`src/rtl/prob_table_loader.sv`:
```
// Probability table loader: assembles a byte stream into fixed-width entries,
// writes them one per WRITE cycle to the downstream simulation system, checks
// that entries are non-decreasing, then releases (RUN) or holds (HALT) it.
module prob_table_loader #(
    parameter int unsigned N_ENTRIES   = 64,
    parameter int unsigned ENTRY_BYTES = 8
) (
    input  logic                       clk,
    input  logic                       rst,
    input  logic                       load_start,
    input  logic                       s_valid,
    output logic                       s_ready,
    input  logic [7:0]                 s_data,
    output logic [8*ENTRY_BYTES-1:0]   probability_in,
    output logic [31:0]                probability_idx,
    output logic                       sys_en,
    output logic                       sys_rstn,
    output logic                       busy,
    output logic                       load_done,
    output logic                       order_err,
    output logic [6:0]                 entry_count
);

    localparam int unsigned         W         = 8 * ENTRY_BYTES;
    localparam int unsigned         BCW       = (ENTRY_BYTES > 1) ? $clog2(ENTRY_BYTES) : 1;
    localparam logic [BCW-1:0]      LAST_BYTE = BCW'(ENTRY_BYTES - 1);
    localparam logic [6:0]          N_CNT     = 7'(N_ENTRIES);

    typedef enum logic [2:0] {
        StIdle,
        StLoad,
        StWrite,
        StSettle,
        StRun,
        StHalt
    } state_e;

    state_e         state;
    logic [BCW-1:0] byte_cnt;
    logic [W-1:0]   word_q;
    logic [W-1:0]   word_next;
    logic [6:0]     next_count;
    logic           accept;

    assign accept = s_valid && s_ready;

    // Entry count never wraps past the table size.
    assign next_count = (entry_count == N_CNT) ? entry_count : entry_count + 7'd1;

    // Current partial word with the incoming byte dropped into lane byte_cnt.
    always_comb begin
        word_next = word_q;
        for (int b = 0; b < int'(ENTRY_BYTES); b++) begin
            if (byte_cnt == BCW'(b)) begin
                word_next[8*b +: 8] = s_data;
            end
        end
    end

    // Loader FSM; every output is registered here.
    always_ff @(posedge clk) begin
        if (rst) begin
            state           <= StIdle;
            byte_cnt        <= '0;
            word_q          <= '0;
            s_ready         <= 1'b0;
            probability_idx <= 32'hFFFF_FFFF;
            probability_in  <= '0;
            sys_en          <= 1'b0;
            sys_rstn        <= 1'b0;
            busy            <= 1'b0;
            load_done       <= 1'b0;
            order_err       <= 1'b0;
            entry_count     <= '0;
        end else begin
            unique case (state)
                StIdle, StRun, StHalt: begin
                    if (load_start) begin
                        state       <= StLoad;
                        byte_cnt    <= '0;
                        word_q      <= '0;
                        entry_count <= '0;
                        order_err   <= 1'b0;
                        sys_en      <= 1'b0;
                        sys_rstn    <= 1'b0;
                        busy        <= 1'b1;
                        load_done   <= 1'b0;
                        s_ready     <= 1'b1;
                    end
                end
                StLoad: begin
                    if (accept) begin
                        word_q <= word_next;
                        if (byte_cnt == LAST_BYTE) begin
                            byte_cnt        <= '0;
                            s_ready         <= 1'b0;
                            state           <= StWrite;
                            probability_idx <= 32'(entry_count);
                            probability_in  <= word_next;
                            // probability_in still holds the previous entry here.
                            if (entry_count != 7'd0 && word_next < probability_in) begin
                                order_err <= 1'b1;
                            end
                        end else begin
                            byte_cnt <= byte_cnt + BCW'(1);
                        end
                    end
                end
                StWrite: begin
                    entry_count     <= next_count;
                    probability_idx <= 32'hFFFF_FFFF;
                    if (next_count < N_CNT) begin
                        state   <= StLoad;
                        s_ready <= 1'b1;
                    end else begin
                        state <= StSettle;
                    end
                end
                StSettle: begin
                    busy      <= 1'b0;
                    load_done <= 1'b1;
                    if (order_err) begin
                        state <= StHalt;
                    end else begin
                        state    <= StRun;
                        sys_en   <= 1'b1;
                        sys_rstn <= 1'b1;
                    end
                end
                default: state <= StIdle;
            endcase
        end
    end

endmodule

```
`config.mk`:
```
export PLATFORM = sky130hd
export DESIGN_NAME = prob_table_loader
export DESIGN_NICKNAME = d
export VERILOG_FILES = /design/src/rtl/prob_table_loader.sv
export SDC_FILE = /design/constraint.sdc
export NUM_CORES = 1
export LEC_CHECK = 0
export CAP_MARGIN = 20
export CORE_MARGIN = 3
export CORE_UTILIZATION = 35
export CTS_CLUSTER_SIZE = 14
export DETAILED_ROUTE_END_ITERATION = 6
export SETUP_SLACK_MARGIN = 0.2
export SKIP_LAST_GASP = 1
export SYNTH_ARGS = -nofsm -noshare
export SYNTH_HDL_FRONTEND = slang
export SYNTH_SLANG_ARGS = --single-unit
```
`constraint.sdc`:
```
create_clock -name clk -period 3.9 [get_ports clk]
set_input_delay 0.78 -clock clk [delete_from_list [all_inputs] [get_ports clk]]
set_output_delay 0.78 -clock clk [all_outputs]
set_load 0.02 [all_outputs]
```
# --- After elaboration in Yosys (flattened, before gate mapping) ---
# Index checks and enable logic that the tools add are counted.
totals:
  reg_bits: 178
  out_inout_bits: 109
op_classes:
  addsub: 2
  order_cmp: 2
  eq_ne: 19
  mux: 41
  reduce_logical: 20
op_table:
  columns: ["op", "n"]
  rows:
  - ["64-bit two-way mux", 2]
  - ["64-bit case mux with 2 select lines", 1]
  - ["64-bit less-than comparator", 1]
  - ["32-bit two-way mux", 2]
  - ["8-bit two-way mux", 8]
  - ["32-bit case mux with 2 select lines", 1]
  - ["3-bit equality test (second input constant)", 6]
  - ["3-bit two-way mux", 6]
  - ["3-bit AND reduction", 5]
  - ["7-bit two-way mux", 2]
  - ["7-bit case mux with 2 select lines", 1]
  - ["3-bit by 2-bit equality test with 1-bit output (second input constant)", 4]
  - ["2-bit inequality test (second input constant)", 6]
  - ["3-bit case mux with 4 select lines", 1]
  - ["1-bit two-way mux", 10]
  - ["5-bit AND reduction", 2]
  - ["1-bit case mux with 2 select lines", 4]
  - ["2-bit nonzero test", 4]
  - ["7-bit by 1-bit adder with 7-bit output (second input constant)", 1]
  - ["7-bit equality test (second input constant)", 1]
  - ["7-bit less-than comparator (second input constant)", 1]
  - ["7-bit nonzero test", 1]
  - ["3-bit by 1-bit equality test with 1-bit output (second input constant)", 2]
  - ["3-bit logical NOT", 2]
  - ["8 further kinds", 10]

# --- Depth between registers and ports, before layout ---
# Gate-level depths: netlist of the first run.
depth:
  ltp_word: 8
  ltp_mapped: 13
  ltp_nobuf: 12

# --- Worst setup path before layout of the first run ---
# No wires, ideal clock.
synth_timing:
  kind: "reg-to-reg"
  from: "register byte_cnt[0]"
  to: "register order_err"
  setup_time_ns: 0.123
  arrival_ns: 2.730
  required_ns: 3.777
  path_slack_ns: 1.047
  path_stages_with_launch: 11
  n_path_buf: 1
  period_less_slack_ns: 2.853
  cell_sequence: "dfxtp_1 ha_1 ha_1 clkbuf_1 mux2_2 ha_1 and3_1 nand4_1 or4_1 a41oi_1 o21ai_1"
synth_via:
  elab_chain_len: 6
  elab_cells_between_ends: 21
  classes_between: "1 x order compare; 9 x eq/ne; 8 x mux; 3 x reduce/logical"
synth_rtl:
  columns: ["item", "line_no", "rtl"]
  rows:
  - ["start, declared", "39", "logic [BCW-1:0] byte_cnt;"]
  - ["start signal, assigned", "105", "byte_cnt <= byte_cnt + BCW'(1);"]
  - ["3-bit equality test", "54", "if (byte_cnt == BCW'(b)) begin"]
  - ["8-bit two-way mux", "54", null]
  - ["named net word_next[63]", "41", "logic [W-1:0] word_next;"]
  - ["64-bit less-than comparator", "101", "if (entry_count != 7'd0 && word_next < probability_in) begin"]
  - ["1-bit logical AND", "101", null]
  - ["2-bit inequality test (no source line)", null, null]
  - ["5-bit AND reduction (no source line)", null, null]
  - ["end signal, assigned", "73", "order_err <= 1'b0;"]
  - ["end signal, assigned", "83", "order_err <= 1'b0;"]
  - ["end signal, assigned", "102", "order_err <= 1'b1;"]
  - ["end, declared", "20", "output logic order_err,"]
# The timed path passes the listed nets, and every way through them passes these cells.
# A chain may end at the register's enable or synchronous reset.

# --- Worst setup path after layout of the first run ---
# Same ends and word-level chain as after synthesis.

==> flow_metrics.env, run 1 <==
export IMPL_insertion_delay_ns=0.43
export IMPL_synth_area_top_cells="dfxtp_1, ha_1, nor2_1"
export IMPL_num_rows=55
export IMPL_vias_per_cell=5.02
export IMPL_num_vias=6854
export IMPL_rsz0062_at_grt="no"
export IMPL_ctsHoldBuffers=0
export IMPL_grt_first_pass_wirelength_mm=35.6
export IMPL_drt_iter0_drc=526
export IMPL_cts_buffers=17
export IMPL_grt_ovfl_total=0
export IMPL_worst_slack_ns=0.716
export IMPL_fmax_ghz=0.314
export IMPL_p_leak_nw=4.20
export IMPL_totalPowerFinal_mw=3.43
export IMPL_grt_usage_pct=17.3
export IMPL_ys_seq_area_share_pct=37.5
export IMPL_cts_tree="done"
export IMPL_grt_pass1_vias=6520
export IMPL_wl_per_cell_um=16.3
export IMPL_post_route_period_util_pct=81.6
export IMPL_ant_nets=0
export IMPL_tns_ns=0
export IMPL_die_x_um=159
export IMPL_firstDrtPassIters=5
export IMPL_ys_types=49
export IMPL_worstPathRequired_ns=4.21
export IMPL_synth_top_area_share_pct=37.5
export IMPL_die_h_um=159
export IMPL_drv_cap=0
export IMPL_p_comb_share_pct=6.9
export IMPL_coreArea_um2=22800
export IMPL_wirelength_mm=22.2
export IMPL_share_seq_of_total_power_pct=46.3
export IMPL_synthesis_nets=1049
export IMPL_p_switching_uw=859
export IMPL_setup_viol=0
export IMPL_power_density_nw_per_um2=341
export IMPL_start_util_pct=36.0
export IMPL_synth_seq_cells=154
export IMPL_clkPwrFrac_pct=46.8
export IMPL_final_nets=1121
export IMPL_multi_input_area_um2=4190
export IMPL_antennaDiodeCount=0
export IMPL_root_buffer="clkbuf_16"
export IMPL_drcViolationCount=0
export IMPL_antenna_found_initial=0
export IMPL_min_period_ns=3.18
export IMPL_grt_max_degree=72
export IMPL_die_area_um2=25400
export IMPL_finalHoldViolations=0
export IMPL_syn_area_per_cell_um2=8.52
export IMPL_timing_slew_headroom_pct=38.5
export IMPL_clock_sinks=154
export IMPL_synth_warning_count=0
export IMPL_place_ws_ns=0.326
export IMPL_worst_clock_skew_ns=0.0155
export IMPL_routabilityCongestion=0.827
export IMPL_tightest_slew_ns=0.921
export IMPL_cp_end_kind="flop"
export IMPL_critPathKind="reg -> reg"
export IMPL_clk_pin_slew_ns=0.06
export IMPL_async_flop_share_pct=0
export IMPL_cts_resized=0
export IMPL_start_kind="flop"
export IMPL_dp_hpwl_mm=15.2
export IMPL_yosys_area_top_type="dfxtp_1"
export IMPL_pin_count=121
export IMPL_io_buffer_count=120
export IMPL_clockBufferDepth=2
export IMPL_status="complete, no violations"
export IMPL_fillers=2313
export IMPL_sw_frac_of_total_pct=25.0
export IMPL_synth_edf_count=0
export IMPL_drive_above_1_share_pct=7.23
export IMPL_syn_inst=966
export IMPL_htree_num_levels=4
export IMPL_area_growth_pct=22.3
export IMPL_cts_setup_buffers=0
export IMPL_internal_power_mw=2.57
export IMPL_ir_drop_uv=258
export IMPL_synth_cell_area_um2=8230
export IMPL_path_max_fanout=8
export IMPL_seqCellArea_um2=3080
export IMPL_synth_flop_cell="dfxtp_1"
export IMPL_holdCritPathClass="reg -> reg"
export IMPL_slew_violations=0
export IMPL_crit_arrival_ns=3.50
[metal layers]
layer	track usage, %	up-vias	routed length (um)
li1	-	3460	-
met3	3.75	14	1000
met1	23.9	3211	10900
met5	0	-	0
met2	27.7	169	10000
met4	4.38	0	227
[registers in the layout (all words and copies together), names as in the netlist]
name,count
load_done,1
entry_count,7
state,3
byte_cnt,3
s_ready,1
probability_in,64
word_q,64
busy,1
order_err,1
probability_idx,8
sys_rstn,1
[cells by family after synthesis]
group	Yosys count	share of synthesized area, %
adder cells (fa/ha/maj)	71	10.8
AND/OR/NAND/NOR	261	14.0
XOR/XNOR	5	0.532
multiplexers	64	8.03
buffers and inverters	206	11.7
AO/OA/AOI/OAI	205	17.4
flip-flops	154	37.5
[power groups by stage]
stage	registers [mW]	logic, mW	clock network (mW)
global route	1.59	0.262	1.72
finish	1.59	0.238	1.60
global placement	1.62	0.238	0
detailed placement	1.62	0.238	0
CTS	1.59	0.239	1.64
floorplan	1.62	0.158	0
[layout by cell type, fill, tap and decap left out, types with 14 or more instances in the layout]
cell,synthesis,final
ha_1,71,71
nand3_1,16,16
mux2_2,16,16
nor3_1,14,14
nand2_1,49,49
mux2i_1,48,48
a21oi_1,34,34
nor2_1,137,137
clkbuf_16,0,17
a22oi_1,63,63
buf_4,28,19
clkdlybuf4s50_1,0,119
inv_1,119,119
a211oi_1,65,65
dfxtp_1,154,154
[critical path: stages, from the launching register on]
cell,delay (ns)
dfxtp_1,0.38
inv_1,0.09
ha_1,0.24
nand2_1,0.44
mux2i_1,0.31
inv_1,0.11
ha_1,0.30
nand4_1,0.20
nor4_1,0.37
buf_4,0.18
o21ai_0,0.07
o211ai_1,0.19
a31o_2,0.13
o21ai_1,0.05
[cell usage after synthesis, types with 2 or more instances]
library cell    n
a31oi_1         3
nand2b_1        4
a211oi_1       65
o211ai_1        8
o221ai_1        2
buf_6           7
ha_1           71
xnor2_1         2
nand4_1        11
nor3b_1         2
o21ai_0        11
nor2_2          2
a21oi_1        34
a221oi_1        2
and4_1          2
clkbuf_1       27
dfxtp_1       154
a21o_1          7
and3_1          4
or4_1           3
nand2_1        49
nand3_1        16
buf_4          28
nor4_1          3
mux2i_1        48
nor2b_1         5
xor2_1          3
buf_2          25
or3_1           3
nor3_1         14
mux2_2         16
nor2_1        137
o21a_1          2
inv_1         119
a22oi_1        63
[metrics by stage]
| stage | hold WS [ns] | cells | util, % | instance area (um2) |
|---|---|---|---|---|
| after floorplan | 0.450 | 966 | - | 8230 |
| after global placement | 0.449 | 1332 | 41.5 | 9480 |
| after detailed placement | 0.459 | 1332 | 41.5 | 9480 |
| after CTS | 0.470 | 1364 | 44.0 | 10100 |
| after global routing | 0.487 | 1364 | 44.0 | 10100 |
| final | 0.469 | 1364 | 44.0 | 10100 |
[final timing paths]
kind              slack, ns                         endpoint                       startpoint  cells after the start
hold reg to reg        0.47  probability_idx[4]$_SDFFE_PP1P_  probability_idx[4]$_SDFFE_PP1P_                      2
setup / recovery       0.72           order_err$_SDFFE_PP0P_         byte_cnt[0]$_SDFFE_PP0P_                     13
hold / removal         0.47  probability_idx[4]$_SDFFE_PP1P_  probability_idx[4]$_SDFFE_PP1P_                      2
setup reg to reg       0.72           order_err$_SDFFE_PP0P_         byte_cnt[0]$_SDFFE_PP0P_                     13
[layout make-up]
| cell class | count | share of cell area (%) |
|---|---|---|
| well taps | 313 | 3.89 |
| flip-flops and latches | 154 | 30.7 |
| clock inverters | 13 | 1.19 |
| inverters | 119 | 4.44 |
| multi-input cells | 606 | 41.7 |
| clock buffers | 19 | 4.50 |
| repair buffers | 140 | 13.7 |
Note: power is estimated with default switching activity, not from simulation.
==> inputs of run 2 (changes only) <==
==> constraint.sdc (replaced) <==
create_clock -name clk -period 3.1 [get_ports clk]
set_input_delay 0.62 -clock clk [delete_from_list [all_inputs] [get_ports clk]]
set_output_delay 0.62 -clock clk [all_outputs]
set_load 0.02 [all_outputs]
==> run 2 against run 1 <==
Maximum frequency rose by 11%. Clock skew is 0.0056 ns lower. Wire length up 7.0%. Non-clock buffer count increased by 96. Global-route usage up 0.45 points. Final cell count is 7.0% higher. Die area did not move. Critical path depth rose by 1. Worst hold slack worse by 0.0031 ns. Clock-buffer cell count did not move. Sequential share of layout area decreased by 4.2 points. Register-to-register slack got worse by 0.48 ns.
==> flow_metrics.env, run 2 (synthesis gave the netlist of run 1 again) <==
export IMPL_num_vias=7403
export IMPL_clockBufferDepth=2
export IMPL_critPathLaunch="byte_cnt[0]$_SDFFE_PP0P_"
export IMPL_slowest_delay_ns=0.40
export IMPL_clk_pin_slew_ns=0.06
export IMPL_grt_usage_pct=17.8
export IMPL_worstRegToRegCells=14
export IMPL_timing_slew_headroom_pct=55.8
export IMPL_grt_first_pass_wirelength_mm=36.6
export IMPL_r2r_start="byte_cnt[0]$_SDFFE_PP0P_"
export IMPL_die_h_um=159
export IMPL_routabilityCongestion=0.858
export IMPL_pin_count=121
export IMPL_critPathKind="reg -> reg"
export IMPL_insertion_delay_ns=0.43
export IMPL_fillers=2159
export IMPL_path_max_fanout=8
export IMPL_internal_power_mw=3.59
export IMPL_top_regs="probability_in (64), word_q (64), probability_idx (8)"
export IMPL_critPathCapture="order_err$_SDFFE_PP0P_"
export IMPL_vias_per_cell=5.07
export IMPL_cp_end_kind="flop"
export IMPL_clock_sinks=154
export IMPL_grt_max_degree=68
export IMPL_min_period_ns=2.87
export IMPL_share_seq_of_total_power_pct=42.7
export IMPL_drcViolationCount=0
export IMPL_dp_hpwl_mm=15.7
export IMPL_place_ws_ns=-0.432
export IMPL_worstPathRequired_ns=3.42
export IMPL_p_comb_share_pct=8.1
export IMPL_place_area_um2=10000
export IMPL_wl_per_cell_um=16.3
export IMPL_final_cell_mix="dfxtp_1, nor2_1, clkdlybuf4s50_1, inv_1, buf_4"
export IMPL_p_leak_nw=4.79
export IMPL_p_switching_mw=1.09
export IMPL_ant_nets=0
export IMPL_setup_viol=0
export IMPL_power_density_nw_per_um2=401
export IMPL_worst_hold_slack_ns=0.466
export IMPL_worst_clock_skew_ns=0.00990
export IMPL_drive_above_1_share_pct=22.2
export IMPL_tightest_slew_ns=0.663
export IMPL_cts_tree="done"
export IMPL_cts_buffers=17
export IMPL_grt_ovfl_total=0
export IMPL_cp_slowest_cell="dfxtp_4"
export IMPL_finalHoldViolations=0
export IMPL_crit_path_cell_trace="inv_4 -> ha_4 -> nand2_1 -> buf_12 -> mux2i_2 -> inv_1 -> ha_1 -> nand2_1 -> o21ai_2 -> a2111oi_2 -> buf_4 -> or3_4 -> a41oi_2 -> o21ai_2"
export IMPL_drv_cap=0
export IMPL_start_util_pct=36.0
export IMPL_mostFrequentLayoutCell="dfxtp_1"
export IMPL_htree_num_levels=4
export IMPL_coreArea_um2=22800
export IMPL_final_nets=1217
export IMPL_root_buffer="clkbuf_16"
export IMPL_die_x_um=159
export IMPL_die_area_um2=25400
export IMPL_start_kind="flop"
export IMPL_antennaDiodeCount=0
export IMPL_clkPwrFrac_pct=49.2
export IMPL_r2r_setup_slack_ns=0.23
export IMPL_status="complete, no violations"
export IMPL_totalPowerFinal_mw=4.68
export IMPL_post_route_period_util_pct=92.5
export IMPL_drt_iter0_drc=438
export IMPL_slew_violations=0
export IMPL_holdCritPathClass="reg -> reg"
export IMPL_fmax_ghz=0.349
export IMPL_antenna_found_initial=0
export IMPL_crit_arrival_ns=3.19
export IMPL_num_rows=55
export IMPL_worst_slack_ns=0.232
export IMPL_ir_drop_uv=334
export IMPL_area_growth_pct=41.8
export IMPL_wirelength_mm=23.7
export IMPL_firstDrtPassIters=7
export IMPL_io_buffer_count=120
export IMPL_r2r_end="order_err$_SDFFE_PP0P_"
export IMPL_sw_frac_of_total_pct=23.4
export IMPL_rsz0062_at_grt="yes"
export IMPL_final_area_um2=11700
export IMPL_grt_pass1_vias=6789
export IMPL_ctsHoldBuffers=0
[run 2: power by group through the flow]
stage	sequential, mW	clock [mW]	combinational [mW]
after floorplan	2.04	0	0.198
after global placement	2.04	0	0.326
after detailed placement	2.04	0	0.327
after CTS	2.00	2.34	0.339
after global routing	2.00	2.42	0.411
final	2.00	2.30	0.380
[run 2: routing by layer]
metal | up-vias | global-route usage, % | part of all wire (%)
met3 | 24 | 3.62 | 5.2
met4 | 0 | 4.54 | 1.2
met1 | 3535 | 25.0 | 47
met2 | 187 | 27.9 | 47
li1 | 3657 | - | -
met5 | - | 0 | 0
[run 2: area by class of cell]
type                    instances  area, um2  area share, %
flip-flops and latches        154       3090           26.5
clock buffers                  19        443           3.80
inverters                     119        449           3.85
multi-input cells             606       4830           41.4
clock inverters                12        198           1.69
well taps                     313        392           3.36
repair buffers                236       2270           19.5
[run 2: what timing repair did]
action                                  in CTS  in global routing
endpoints found under the setup margin       1                  1
resized for setup                           34                 98
setup buffers                               12                 25
gates cloned                                 0                  1
pin swaps                                    7                 20
[run 2: critical path, delay by kind of cell (launching register included)]
| kind | cells | cell delay [ns] |
|---|---|---|
| AND/OR/NAND/NOR | 3 | 0.60 |
| flip-flops | 1 | 0.40 |
| buffers and inverters | 4 | 0.45 |
| adder cells (fa/ha/maj) | 2 | 0.47 |
| AO/OA/AOI/OAI | 4 | 0.58 |
| multiplexers | 1 | 0.24 |
[run 2: how the worst min path moves through the flow]
stage | start | end | slack [ns] | cells after the start
after global placement | probability_idx[4]$_SDFFE_PP1P_ | probability_idx[4]$_SDFFE_PP1P_ | 0.45 | 2
after global routing | probability_idx[5]$_SDFFE_PP1P_ | probability_idx[5]$_SDFFE_PP1P_ | 0.49 | 2
after CTS | probability_idx[2]$_SDFFE_PP1P_ | probability_idx[2]$_SDFFE_PP1P_ | 0.47 | 2
final | probability_idx[2]$_SDFFE_PP1P_ | probability_idx[2]$_SDFFE_PP1P_ | 0.47 | 2
after detailed placement | probability_idx[2]$_SDFFE_PP1P_ | probability_idx[2]$_SDFFE_PP1P_ | 0.46 | 2
after floorplan | word_q[0]$_SDFFE_PP0P_ | word_q[0]$_SDFFE_PP0P_ | 0.45 | 2
[run 2: through the flow]
stage / TNS [ns] / std cells / utilization, %
6_report: 0 / 1459 / 51.1
5_1_grt: 0 / 1459 / 51.1
4_1_cts: 0 / 1433 / 47.8
3_5_place_dp: -0.432 / 1390 / 43.9
3_3_place_gp: -0.290 / 1390 / 43.9
2_1_floorplan: 0 / 966 / -
==> inputs of run 3 (changes only) <==
--- a/config.mk
+++ b/config.mk
@@ -10,6 +10,7 @@
 export CORE_UTILIZATION = 35
 export CTS_CLUSTER_SIZE = 14
 export DETAILED_ROUTE_END_ITERATION = 6
+export PLACE_DENSITY = 0.64
 export SETUP_SLACK_MARGIN = 0.2
 export SKIP_LAST_GASP = 1
 export SYNTH_ARGS = -nofsm -noshare
==> run 3 against run 2 <==
Clock-buffer cell count increased by 2. Combinational power up 2%. Non-clock buffer count shrank 29. Setup slack improved by 0.0037 ns. Via count decreased by 2.7%. Wire length is 1.8% lower. Critical path depth down 5. Die area unchanged. Register-to-register slack is essentially flat. Clock skew decreased by 0.00051 ns. Largest cell class unchanged. Largest power group unchanged.
==> flow_metrics.env, run 3 (synthesis gave the netlist of run 1 again) <==
export IMPL_cts_tree="done"
export IMPL_ir_drop_uv=332
export IMPL_place_ws_ns=-0.102
export IMPL_die_h_um=159
export IMPL_wl_per_cell_um=16.3
export IMPL_start_kind="flop"
export IMPL_p_leak_nw=4.56
export IMPL_htree_num_levels=4
export IMPL_critPathKind="reg -> reg"
export IMPL_final_nets=1188
export IMPL_grt_usage_pct=17.8
export IMPL_worst_clock_skew_ns=0.00939
export IMPL_grt_max_degree=89
export IMPL_drt_iter0_drc=435
export IMPL_num_rows=55
export IMPL_final_cell_mix="dfxtp_1, nor2_1, clkdlybuf4s50_1, inv_1, buf_4"
export IMPL_status="complete, no violations"
export IMPL_clock_sinks=154
export IMPL_firstDrtPassIters=5
export IMPL_final_area_um2=11000
export IMPL_cp_end_kind="flop"
export IMPL_insertion_delay_ns=0.43
export IMPL_worst_slack_ns=0.236
export IMPL_die_x_um=159
export IMPL_finalNonFillerCells=1432
export IMPL_holdCritPathClass="reg -> reg"
export IMPL_routabilityCongestion=0.876
export IMPL_crit_path_cell_trace="ha_2 -> ha_4 -> mux2_2 -> ha_1 -> and3_1 -> nand4_1 -> or4_1 -> a41oi_1 -> o21ai_2"
export IMPL_fillers=2190
export IMPL_worstPathRequired_ns=3.41
export IMPL_antenna_found_initial=1
export IMPL_drv_cap=0
export IMPL_post_place_cells=1383
export IMPL_path_max_fanout=9
export IMPL_wirelength_mm=23.3
export IMPL_drcViolationCount=0
export IMPL_clk_pin_slew_ns=0.06
export IMPL_top_regs="probability_in (64), word_q (64), probability_idx (8)"
export IMPL_grt_ovfl_total=0
export IMPL_slew_violations=0
export IMPL_totalPowerFinal_mw=4.44
export IMPL_multi_input_area_um2=4530
export IMPL_pin_count=121
export IMPL_finalHoldViolations=0
export IMPL_root_buffer="clkbuf_16"
export IMPL_timing_slew_headroom_pct=43.0
export IMPL_post_route_period_util_pct=92.4
export IMPL_grt_pass1_vias=6999
export IMPL_coreArea_um2=22800
export IMPL_fmax_ghz=0.349
export IMPL_power_density_nw_per_um2=403
export IMPL_grt_first_pass_wirelength_mm=37.0
export IMPL_crit_arrival_ns=3.18
export IMPL_ant_nets=0
export IMPL_rsz0062_at_grt="yes"
export IMPL_io_buffer_count=120
export IMPL_num_vias=7206
export IMPL_seqCellArea_um2=3090
export IMPL_min_period_ns=2.86
export IMPL_slowest_delay_ns=0.55
export IMPL_path_buf_inv=0
export IMPL_cp_slowest_cell="or4_1"
export IMPL_vias_per_cell=5.03
export IMPL_clockBufferDepth=2
export IMPL_dp_hpwl_mm=16.0
export IMPL_drive_above_1_share_pct=17.4
export IMPL_setup_viol=0
export IMPL_place_area_um2=9930
export IMPL_critical_path_top_delay_family="simple AND/OR/NAND/NOR gates"
export IMPL_cts_buffers=17
export IMPL_die_area_um2=25400
export IMPL_fin_util_pct=48.2
export IMPL_start_util_pct=36.0
export IMPL_mostFrequentLayoutCell="dfxtp_1"
export IMPL_tightest_slew_ns=0.853
export IMPL_area_growth_pct=34.0
## run 3: cell types whose count changed in the layout (fill, tap and decap cells not counted), sizes merged
cell | previous run | this run
clkinvlp | 2 | 4
clkdlybuf4s50 | 116 | 117
clkbuf | 20 | 21
diode | 0 | 1
dlymetal6s2s | 3 | 2
buf | 116 | 88
bufinv | 5 | 2
## run 3: cell type report
type	count	share of cell area (%)
multi-input combinational	606	41.1
tap	313	3.55
sequential	154	28.1
clock buffer	21	4.09
inverter	119	4.10
antenna	1	0.0227
timing repair buffer	207	17.9
clock inverter	11	1.11
## run 3: per-stage QoR
| step | hold WS (ns) | setup TNS, ns |
|---|---|---|
| 2_1_floorplan | 0.450 | 0 |
| 3_3_place_gp | 0.452 | -0.130 |
| 3_5_place_dp | 0.457 | -0.102 |
| 4_1_cts | 0.469 | 0 |
| 5_1_grt | 0.493 | 0 |
| 6_report | 0.467 | 0 |
## run 3: path summary, 6_finish.rpt
path	startpoint	endpoint	slack, ns	depth (start not counted)
worst max-delay path	byte_cnt[1]$_SDFFE_PP0P_	order_err$_SDFFE_PP0P_	0.24	9
worst min-delay path	probability_idx[1]$_SDFFE_PP1P_	probability_idx[1]$_SDFFE_PP1P_	0.47	2
worst max register to register	byte_cnt[1]$_SDFFE_PP0P_	order_err$_SDFFE_PP0P_	0.24	9
worst min register to register	probability_idx[1]$_SDFFE_PP1P_	probability_idx[1]$_SDFFE_PP1P_	0.47	2
## run 3: worst reg2reg max path, delay by kind of cell (launching register included)
| family | cells | cell delay (ns) |
|---|---|---|
| and+or+nand+nor | 3 | 0.89 |
| AOI/OAI and AO/OA | 2 | 0.33 |
| DFF | 1 | 0.39 |
| muxes | 1 | 0.37 |
| adders and majority gates | 3 | 0.76 |
## run 3: timing repair
item	CTS	global route
hold endpoints to repair	0	0
hold buffers	0	0
gates resized for setup	18	67
endpoints found under the setup margin	1	1
buffers inserted	4	12
pin swaps	0	9
## run 3: metal layers
metal	up-vias	wire (um)	track usage [%]
met5	-	0	0
met4	0	469	5.61
met3	34	1190	3.80
met2	212	10900	29.1
met1	3366	10800	23.7
li1	3594	-	-
## run 3: power breakdown
part | switching (mW) | leakage [nW] | internal (mW)
clock network | 0.853 | 0.269 | 1.20
registers | 0.0127 | 1.24 | 1.99
logic | 0.226 | 3.05 | 0.162
total | 1.09 | 4.56 | 3.35
